[config.mk]
export PLATFORM = sky130hd
export DESIGN_NAME = serial_add_ctrl
export DESIGN_NICKNAME = d
export VERILOG_FILES = /design/src/rtl/serial_add_pkg.sv /design/src/rtl/fulladd.sv /design/src/rtl/serial_add_ctrl.sv
export SDC_FILE = /design/constraint.sdc
export NUM_CORES = 1
export LEC_CHECK = 0
export BUFFER_PORTS_ARGS = -buffer_cell sky130_fd_sc_hd__buf_2
export CORE_MARGIN = 3
export CORE_UTILIZATION = 50
export DETAILED_ROUTE_END_ITERATION = 8
export PLACE_DENSITY = 0.75
export SYNTH_ARGS = -nofsm -noshare
export SYNTH_HDL_FRONTEND = slang
export SYNTH_SLANG_ARGS = --single-unit
[constraint.sdc]
create_clock -name clk -period 4.7 [get_ports clk]
set_input_delay 0.705 -clock clk [delete_from_list [all_inputs] [get_ports clk]]
set_output_delay 0.705 -clock clk [all_outputs]
set_load 0.01 [all_outputs]
[src/rtl/serial_add_pkg.sv]
`default_nettype none
// ============================================================================
//  Module      : serial_add_pkg
//  Description : Shared state encoding and default width for the bit-serial
//                addition sequencer.
//  Revision    : 1.0
// ============================================================================
package serial_add_pkg;

    localparam int SA_WIDTH = 8;

    typedef enum logic [1:0] {
        IDLE  = 2'd0,
        SHIFT = 2'd1,
        DONE  = 2'd2
    } sa_state_t;

endpackage : serial_add_pkg
`default_nettype wire

[src/rtl/fulladd.sv]
`default_nettype none
// ============================================================================
//  Module      : fulladd
//  Description : Single-bit full adder cell.
//  Revision    : 1.0
// ============================================================================
module fulladd (
    input  logic i_a,
    input  logic i_b,
    input  logic i_cin,
    output logic o_s,
    output logic o_c
);

    assign o_s = i_a ^ i_b ^ i_cin;
    assign o_c = (i_a & i_b) | (i_cin & (i_a ^ i_b));

endmodule : fulladd
`default_nettype wire

[src/rtl/serial_add_ctrl.sv]
`default_nettype none
// ============================================================================
//  Module      : serial_add_ctrl
//  Description : Bit-serial adder sequencer; one shared full adder processes
//                one operand bit per tick, LSB first, sum built up MSB-side.
//  Revision    : 1.0
// ============================================================================
module serial_add_ctrl
    import serial_add_pkg::*;
#(
    parameter int WIDTH = SA_WIDTH
) (
    input  logic                       clk,
    input  logic                       reset,
    input  logic                       tick,
    input  logic                       start,
    input  logic                       clear,
    input  logic [WIDTH-1:0]           a,
    input  logic [WIDTH-1:0]           b,
    output logic [WIDTH-1:0]           sum,
    output logic                       cout,
    output logic                       busy,
    output logic                       done,
    output logic [$clog2(WIDTH+1)-1:0] bits_done
);

    localparam int                  c_bw   = $clog2(WIDTH+1);
    localparam logic [c_bw-1:0]     c_last = c_bw'(WIDTH-1);

    sa_state_t          r_state;
    sa_state_t          w_state_nxt;
    logic [WIDTH-1:0]   r_op_a;
    logic [WIDTH-1:0]   r_op_b;
    logic [WIDTH-1:0]   r_sum;
    logic               r_carry;
    logic [c_bw-1:0]    r_bits;
    logic               w_fa_s;
    logic               w_fa_c;
    logic               w_load;
    logic               w_step;

    fulladd u_fulladd (
        .i_a   (r_op_a[0]),
        .i_b   (r_op_b[0]),
        .i_cin (r_carry),
        .o_s   (w_fa_s),
        .o_c   (w_fa_c)
    );

    // clear dominates both a new start and a pending step
    assign w_load = !clear && start && ((r_state == IDLE) || (r_state == DONE));
    assign w_step = !clear && tick && (r_state == SHIFT);

    always_comb begin
        w_state_nxt = r_state;
        if (clear) begin
            w_state_nxt = IDLE;
        end else begin
            case (r_state)
                IDLE:    if (start) w_state_nxt = SHIFT;
                SHIFT:   if (tick && (r_bits == c_last)) w_state_nxt = DONE;
                DONE:    if (start) w_state_nxt = SHIFT;
                default: w_state_nxt = IDLE;
            endcase
        end
    end

    always_ff @(posedge clk or posedge reset) begin
        if (reset) begin
            r_state <= IDLE;
        end else begin
            r_state <= w_state_nxt;
        end
    end

    always_ff @(posedge clk or posedge reset) begin
        if (reset) begin
            r_op_a  <= '0;
            r_op_b  <= '0;
            r_sum   <= '0;
            r_carry <= 1'b0;
            r_bits  <= '0;
        end else if (clear) begin
            r_sum   <= '0;
            r_carry <= 1'b0;
            r_bits  <= '0;
        end else if (w_load) begin
            r_op_a  <= a;
            r_op_b  <= b;
            r_sum   <= '0;
            r_carry <= 1'b0;
            r_bits  <= '0;
        end else if (w_step) begin
            r_op_a  <= {1'b0, r_op_a[WIDTH-1:1]};
            r_op_b  <= {1'b0, r_op_b[WIDTH-1:1]};
            r_sum   <= {w_fa_s, r_sum[WIDTH-1:1]};
            r_carry <= w_fa_c;
            r_bits  <= r_bits + c_bw'(1);
        end
    end

    assign sum       = r_sum;
    assign cout      = r_carry;
    assign bits_done = r_bits;
    assign busy      = (r_state == SHIFT);
    assign done      = (r_state == DONE);

endmodule : serial_add_ctrl
`default_nettype wire

Yosys cells after proc, flatten, opt, wreduce, memory -nomap -nowiden
Cells that the tools add are included.

storage, ports and cells
  logic and storage cells = 48
  output and inout bits = 15
  register bits = 31
  bits of input ports = 21

cells by class
  add/sub/neg operators = 1
  equal/unequal tests = 5
  multiplexer cells = 17
  reduce and logical (&&, ||, !) cells = 13
  bitwise operators = 6

operators with widths
  cell                 number
  $mux 8               7
  $mux 4               3
  $mux 2               3
  $logic_and 1x1->1    5
  $add 4x1->4 const B  1
  $eq 4x3->1 const B   1
  $pmux 2 s2           1
  $reduce_and 2->1     2
  $mux 1               3
  $ne 3x1->1 const B   1
  $ne 3x2->1 const B   1
  $reduce_bool 3->1    1
  $and 1x1->1          2
  $eq 2x1->1 const B   1
  $eq 2x2->1 const B   1
  $logic_not 2->1      1
  $reduce_bool 2->1    1
  $reduce_or 2->1      1
  $xor 1x1->1          2
  $logic_not 1->1      1
  $logic_or 1x1->1     1
  $not 1->1            1
  $or 1x1->1           1

Depth between registers and ports, before layout
Gate-level depths: netlist of the first run.

  depth after elaboration = 6
  gate-level depth with buffers = 4
  gate-level depth less buffers = 4

By module
A second synthesis of the first run with hierarchy kept.

unflattened totals
  cell total of the unflattened synthesis = 123
  area total of the unflattened synthesis = 1443.9 um^2

modules (own cells, without submodules)
  module           times used  cells each  area an instance (um^2)  seq. area each (um^2)
  serial_add_ctrl  1           122         1423.9                   775.7
  fulladd          1           1           20.0                     0.0

Least setup slack after synthesis of the first run
Ideal clock, no wire load.

  path kind = input to register
  start = input port start
  end = register r_op_a[6]
  setup time = 0.125 ns
  data arrival time = 1.789 ns
  path buffers = 1
  stages on the path = 4
  path slack = 2.786 ns
  required time = 4.575 ns
  cell sequence = nor3b_4 -> buf_8 -> mux2_4 -> mux2_4

on the way
  word-level cells in the longest chain between the ends = 4
  elaborated cells on any way between the ends = 5
  classes of those cells = mux: 1; reduce/logical: 4

RTL lines
  what                                 RTL line               text
  start, declared                      serial_add_ctrl.sv:16  input logic start,
  $logic_and 1x1->1 (*) (2 in series)  serial_add_ctrl.sv:51  assign w_load = !clear && start && ((r_state == IDLE) || (r_state == DONE));
  $reduce_bool 2->1 (no source line)   n/a
  $reduce_and 2->1 (no source line)    n/a
  end signal, assigned                 serial_add_ctrl.sv:94  r_op_a <= {1'b0, r_op_a[WIDTH-1:1]};
  end, declared                        serial_add_ctrl.sv:32  logic [WIDTH-1:0] r_op_a;

Every way passes the cells marked *; elsewhere a longest branch is shown, timed or not.
A chain may end at the register's enable or synchronous reset.

Worst setup path after layout of the first run
  start = input port clear
  end = register r_op_b[6]

on the way
  word-level cells in the longest chain between the ends = 5
  elaborated cells on any way between the ends = 9
  classes of those cells = mux: 1; bitwise: 1; reduce/logical: 7

RTL lines
  what                                                RTL line                                      text
  start, declared                                     serial_add_ctrl.sv:17                         input logic clear,
  $logic_not 1->1                                     serial_add_ctrl.sv:51, serial_add_ctrl.sv:52
  $logic_and 1x1->1 (on tied branches) (2 in series)  serial_add_ctrl.sv:51, serial_add_ctrl.sv:52
  $reduce_bool 2->1 (no source line)                  n/a
  $reduce_and 2->1 (no source line)                   n/a
  end signal, assigned                                serial_add_ctrl.sv:95                         r_op_b <= {1'b0, r_op_b[WIDTH-1:1]};
  end, declared                                       serial_add_ctrl.sv:33                         logic [WIDTH-1:0] r_op_b;

Several ways; a longest one is shown, not always the timed one.

==> results.toml, run 1 <==
[status]
status = "complete, no violations"

[timing]
fin_crit_sh = 0.443
drv_slew = 0
setup_violations = 0
finClkSkew_ns = 0.00669
rsz0062_at_grt = "false"
hold_viol_final = 0
clock.fmax_mhz = 480
min_period_ns = 2.08
max-slew-margin-rel = 0.242
worst_pin_slew_ns = 1.14
fin_setup_tns_ns = 0

[cts]
cts_setup_buffers = 0
cts_root_buffer = "clkbuf_4"
cts_hold_buf = 0
numCtsBuffers = 5
htreeDepth = 2
path_clk_slew_ns = 0.10
cts-resized-gates = 0
clk_path_buf_depth = 2
cts_tree = "yes"
cts_sinks = 31
clk_latency_ns = 0.32

[power]
total_power_mw = 0.704
peakVddDrop_mv = 0.243
cellPowerDensity_nw_per_um2 = 404
leakage_nw = 0.902

[min_path]
hp-start = "r_op_b[6]"
hp-class = "reg2reg"

[drt]
detail_route.vias_per_cell = 5.53
ant_nets = 0
first_iter_violations = 55
wirelength_um = 2520
firstDrtPassIters = 4
dr_total_vias = 956
wl_per_cell_um = 14.5
drc_errors = 0

[critical_path]
cp_max_fo = 17
worstSetupEndpointType = "register"
worstSetupStartpointType = "input port"
timing.rr.start = "r_state[0]"
required_ns = 4.92
cp.arrival_ns = 2.30
startpoint = "clear"
crit_type = "in2reg"

[cells_and_area]
fin_util = 0.622
drive_above_1_share = 0.479
n_antenna_cell = 0
nets = 165
syn_to_final_growth_pct = 15.6

[placement]
port_buffers = 35
dp_hpwl_um = 1800
gp_congestion = 0.741

[logic_synthesis]
synth_nets = 127
synth_edf_count = 0
yosysSeqAreaShare = 0.514
netlist_area_sq_um = 1510
avgSynthCellArea_sq_um = 14.5
async_reset_ff_frac = 1.00
ys_warn_count = 0
ys_seq_elements = 31
yosysUniqueCellTypes = 31
syn_inst = 104
synth_ff_type = "dfrtp_1"

[floorplan]
die_y_um = 60.9
row_count = 19
core_sq_um = 2810
fp.dieArea_sq_um = 3710
die_x_um = 60.9
initial_core_util = 0.538
ioPinCount = 36

[global_routing]
grt_max_degree = 32
overflow = 0
grt_usage = 0.158
antenna_found_initial = 0
first_global_vias = 926
grt_pass1_wl_um = 4210

[job]
drv_cap = 0
[synth_stat cells (2+ instances only)]
cell | count | area, sq um
inv_1 | 5 | 18.8
a22o_1 | 11 | 96.3
mux2_4 | 14 | 210
o21ai_0 | 2 | 10.0
nand2_1 | 2 | 7.51
dfrtp_1 | 31 | 776
mux2_2 | 8 | 90.1
nor2b_1 | 2 | 12.5
mux2_1 | 7 | 78.8
[state kept, by name, indices dropped and copies added (netlist names)]
signal,count
bits_done,4
cout,1
r_op_a,8
r_op_b,8
r_state,2
sum,8
[cells by family (layout without fill, tap and decap cells)]
logic type | after synthesis | after routing | synth area share
fa+ha+maj | 2 | 2 | 0.0216
xor+xnor | 1 | 1 | 0.00581
flops | 31 | 31 | 0.514
buf+inv | 9 | 47 | 0.0356
mux | 29 | 29 | 0.251
simple gates | 15 | 15 | 0.0730
compound gates | 17 | 17 | 0.0987
[final timing paths]
path                       slack (ns)  depth (start not counted)         to
min                              0.50                          1  r_op_b[6]
min in group asynchronous        0.66                          2  r_op_b[5]
max                              2.62                          4  r_op_b[6]
max in group asynchronous        3.35                          2     sum[3]
max reg2reg                      2.65                          3  r_op_b[6]
min reg2reg                      0.50                          1  r_op_b[6]
[critical path: stages]
cell and delay [ns]:
buf_2 0.14, nor3b_4 0.75, mux2_2 0.41, mux2_1 0.28
[area by class of cell]
cell class	instances	area, sq um
clock buffers	6	51.3
clock inverters	1	5.00
fillers	232	1060
inverters	5	18.8
multi-input cells	64	679
flip-flops and latches	31	776
well taps	31	38.8
repair buffers	35	175
[layer usage]
metal  GRT usage  up-vias  routed length [um]
met5           0        -                   0
met4      0.0836        0                  53
met3      0.0532        7                 132
met2       0.253       28                1200
met1       0.188      467                1130
li1            -      454                   -
[through the flow]
step	hold slack, ns	setup WS (ns)	cells	instance area, sq um
after floorplan	0.458	2.79	104	1510
final	0.497	2.62	173	1740
after global routing	0.527	2.51	173	1740
after CTS	0.497	2.61	173	1740
after global placement	0.472	2.28	166	1690
after detailed placement	0.476	2.26	166	1690
[power by group]
part / total [mW] / switching, mW / internal, mW
registers: 0.366 / 0.0366 / 0.330
logic: 0.182 / 0.0578 / 0.124
clock network: 0.156 / 0.0867 / 0.0692
total: 0.704 / 0.181 / 0.523
[cell usage in the layout (no fill, tap or decap), types with 2 or more instances in the layout]
| cell | instances |
|---|---|
| nor2b_1 | 2 |
| mux2_2 | 8 |
| clkbuf_4 | 5 |
| mux2_4 | 14 |
| o21ai_0 | 2 |
| nand2_1 | 2 |
| mux2_1 | 7 |
| inv_1 | 5 |
| dfrtp_1 | 31 |
| a22o_1 | 11 |
| buf_2 | 35 |
(Power assumes the default switching activity.)
==> inputs of run 2 (changes only) <==
- CORE_UTILIZATION: 50 -> 47
- PLACE_DENSITY: 0.75 -> 0.74
- clock period: 4.7 -> 1.8 ns (I/O delays scaled with it)
==> run 2 against run 1 <==
Net effect: sequential share of layout area decreased by 2.1 points; via count grew 3.3%; critical path depth stayed put; core utilization increased by 0.98 points; flip-flop and latch count did not move; largest cell class unchanged.
==> results.toml, run 2 (same netlist as run 1, synthesis figures left out) <==
[cts]
numCtsBuffers = 5
clk_latency_ns = 0.33
cts_sinks = 31
cts_tree = "yes"
cts_root_buffer = "clkbuf_4"
clk_path_buf_depth = 2
cts_setup_buffers = 0
path_clk_slew_ns = 0.10
htreeDepth = 2

[critical_path]
required_ns = 2.03
path_cells = "nor3b_4, buf_12, mux2_2, mux2_1"
critical_path.max_stage_delay_ns = 0.46
worstSetupEndpointType = "register"
cp.arrival_ns = 1.89
cp_slowest_cell = "dfrtp_1"
crit_type = "reg2reg"
worstSetupStartpointType = "register"
cp_max_fo = 17

[power]
total_power_mw = 1.92
leakage_nw = 0.932
cellPowerDensity_nw_per_um2 = 1050
peakVddDrop_mv = 0.684

[timing]
fin_setup_tns_ns = 0
hold_viol_final = 0
fin_crit_sh = 0.926
clock.fmax_mhz = 600
min_period_ns = 1.67
max-slew-margin-rel = 0.679
setup_violations = 0
drv_slew = 0
finClkSkew_ns = 0.0125
rsz0062_at_grt = "false"
worst_pin_slew_ns = 0.481

[drt]
wl_per_cell_um = 14.1
detail_route.vias_per_cell = 5.23
first_iter_violations = 40
dr_total_vias = 988
wirelength_um = 2660
firstDrtPassIters = 4
drc_errors = 0
ant_nets = 0

[cells_and_area]
nets = 169
n_antenna_cell = 0
drive_above_1_share = 0.490
syn_to_final_growth_pct = 21.4
fillers = 259
layout.cells.most_common = "buf_2"
fin_util = 0.632
layout_common_cells = "buf_2, dfrtp_1, mux2_4"

[global_routing]
first_global_vias = 1028
grt_usage = 0.158
overflow = 0
grt_max_degree = 32
grt_pass1_wl_um = 4800
antenna_found_initial = 0

[floorplan]
fp.dieArea_sq_um = 3930
die_x_um = 62.7
die_y_um = 62.7
core_sq_um = 2900
row_count = 19
ioPinCount = 36
initial_core_util = 0.520

[placement]
gp_congestion = 0.774
port_buffers = 35
dp_hpwl_um = 1860

[min_path]
hp-class = "in2reg"

[job]
drv_cap = 0

[status]
status = "complete, no violations"
[run 2: report_power, final]
group / internal (mW) / switching, mW
Combinational: 0.340 / 0.157
Clock: 0.228 / 0.236
Sequential: 0.861 / 0.0966
Total: 1.43 / 0.489
[run 2: path summary, 6_finish.rpt]
check | startpoint | end | slack (ns) | depth (start not counted)
setup / recovery | r_state[0] | r_op_b[6] | 0.13 | 4
hold / removal | b[7] | r_op_b[7] | 0.13 | 3
setup reg to reg | r_state[0] | r_op_b[6] | 0.13 | 4
hold reg to reg | r_op_a[4] | r_op_a[4] | 0.51 | 1
max in group asynchronous | reset | bits_done[2] | 0.96 | 4
min in group asynchronous | reset | r_op_b[5] | 0.55 | 4
[run 2: layout make-up]
type	count	area, sq um	area share
inverters	5	18.8	0.0102
repair buffers	39	233	0.127
clock buffers	7	65.1	0.0355
multi-input cells	64	679	0.371
flip-flops and latches	31	776	0.423
clock inverters	1	7.51	0.00410
well taps	42	52.6	0.0287
[run 2: through the flow]
step           cell area (sq um)  setup slack (ns)  std cells  hold WS, ns
2_1_floorplan               1510             0.138        104        0.374
3_3_place_gp                1750             0.209        180        0.359
3_5_place_dp                1750             0.156        180        0.365
4_1_cts                     1830             0.124        189        0.121
5_1_grt                     1830            0.0653        189        0.146
6_report                    1830             0.134        189        0.131
[run 2: layer usage]
| layer | GRT usage | wire, um | vias up | share of wire |
|---|---|---|---|---|
| li1 | - | - | 464 | - |
| met1 | 0.185 | 1160 | 483 | 0.44 |
| met2 | 0.244 | 1220 | 32 | 0.46 |
| met3 | 0.0755 | 205 | 9 | 0.077 |
| met4 | 0.0744 | 65 | 0 | 0.024 |
| met5 | 0 | 0 | - | 0 |
[run 2: repair_timing]
item,CTS,global route
endpoints found under the hold margin,26,0
resized for setup,0,0
hold buffers,1,0
[run 2: worst max-delay path, delay by kind of cell (launching register included)]
kind | cells | cell delay, ns
muxes | 2 | 0.63
DFF | 1 | 0.46
and+or+nand+nor | 1 | 0.27
buffers and inverters | 1 | 0.20
==> inputs of run 3 (changes only) <==
- GPL_TIMING_DRIVEN: default -> 0
- SETUP_SLACK_MARGIN: default -> 0.1
- SLEW_MARGIN: default -> 40
==> run 3 against run 2 <==
Net effect: core utilization decreased by 1.2 points; clock skew decreased by 0.0072 ns; flip-flop and latch count unchanged; highest routed layer unchanged; first-iteration DRC count decreased by 20%; power decreased by 5.7%; critical path depth unchanged; fmax increased by 2.5%; wire length increased by 0.90%; sequential power about the same; clock power decreased by 26%; design area decreased by 1.8%.
==> results.toml, run 3 (same netlist as run 1, synthesis figures left out) <==
[drt]
detail_route.vias_per_cell = 5.11
dr_total_vias = 961
wl_per_cell_um = 14.3
first_iter_violations = 32
wirelength_um = 2680
drc_errors = 0
firstDrtPassIters = 2
ant_nets = 0

[timing]
rsz0062_at_grt = "false"
clock.fmax_mhz = 615
min_period_ns = 1.63
drv_slew = 0
max-slew-margin-rel = 0.572
hold_viol_final = 0
worst_pin_slew_ns = 0.641
fin_crit_sh = 0.903
setup_violations = 0
fin_setup_tns_ns = 0
finClkSkew_ns = 0.00531

[global_routing]
grt_use_met3 = 0.0773
grt_max_degree = 32
grt_util_met1 = 0.190
overflow = 0
grt_usage = 0.159
first_global_vias = 1050
grt_busiest_layer = "met2"
grt_pass1_wl_um = 4840
antenna_found_initial = 0
globalRouteMet2Util = 0.246

[cells_and_area]
layout.cells.most_common = "buf_2"
drive_above_1_share = 0.486
syn_to_final_growth_pct = 19.2
layout_common_cells = "buf_2, dfrtp_1, mux2_4"
n_antenna_cell = 0
finish.instance_area_sq_um = 1800
nets = 170

[floorplan]
core_sq_um = 2900
initial_core_util = 0.520
die_y_um = 62.7
row_count = 19
fp.dieArea_sq_um = 3930
ioPinCount = 36
die_x_um = 62.7

[placement]
port_buffers = 35
gp_congestion = 0.756
placed_area_sq_um = 1740
dp_hpwl_um = 1960

[min_path]
hp-class = "in2async"

[critical_path]
worstSetupStartpointType = "register"
cp_common_cell = "mux2_4"
crit_type = "reg2reg"
worstSetupEndpointType = "register"
cp.arrival_ns = 1.84
critPathTopFamily = "multiplexers"
required_ns = 2.01
cp_slowest_cell = "dfrtp_1"
critical_path.max_stage_delay_ns = 0.45
path_cells = "nor3b_4, buf_8, mux2_4, mux2_4"
crit_buf_inv = 1
cp_max_fo = 10

[cts]
cts_hold_buf = 0
cts_sinks = 31
cts-resized-gates = 0
numCtsBuffers = 5
clk_latency_ns = 0.32
cts_root_buffer = "clkbuf_4"
cts_tree = "yes"
cts_setup_buffers = 1
path_clk_slew_ns = 0.09
clk_path_buf_depth = 2
htreeDepth = 2

[power]
total_power_mw = 1.81
cellPowerDensity_nw_per_um2 = 1010
peakVddDrop_mv = 0.757
leakage_nw = 0.919

[status]
status = "complete, no violations"

[job]
drv_cap = 0
run 3: power breakdown:
part | switching (mW) | leakage (nW) | total [mW] | internal [mW]
registers | 0.0979 | 0.404 | 0.959 | 0.861
logic | 0.164 | 0.491 | 0.506 | 0.341
clock network | 0.205 | 0.0242 | 0.344 | 0.139
total | 0.467 | 0.919 | 1.81 | 1.34
run 3: area by class of cell:
| class | instances | area, sq um |
|---|---|---|
| plain buffers | 4 | 35.0 |
| clock buffers | 6 | 41.3 |
| fillers | 246 | 1100 |
| inverters | 5 | 18.8 |
| multi-input cells | 64 | 679 |
| flip-flops and latches | 31 | 776 |
| well taps | 42 | 52.6 |
| repair buffers | 36 | 195 |
run 3: metal layers:
layer | wire length (um) | share of wire
met3 | 212 | 0.079
met4 | 49 | 0.018
met5 | 0 | 0
met1 | 1170 | 0.43
met2 | 1250 | 0.47
run 3: path summary, 6_finish.rpt:
kind                            depth (start not counted)    endpoint  startpoint  slack, ns
worst max-delay path                                    4   r_op_b[3]  r_state[0]       0.17
worst min-delay path                                    2   r_op_b[5]       reset       0.03
worst max register to register                          4   r_op_b[3]  r_state[0]       0.17
worst min register to register                          1   r_op_b[6]   r_op_b[6]       0.49
max in group asynchronous                               2  r_state[0]       reset       1.36
min in group clk                                        3   r_op_b[7]        b[7]       0.15
run 3: through the flow:
stage                     hold slack (ns)  setup WS (ns)  instances  utilization
final                              0.0253          0.174        188        0.620
after global routing               0.0583          0.103        188        0.620
after CTS                          0.0337          0.176        188        0.620
after detailed placement            0.394        -0.0358        181        0.599
after global placement              0.473        -0.0145        181        0.599
after floorplan                     0.374          0.138        104            -
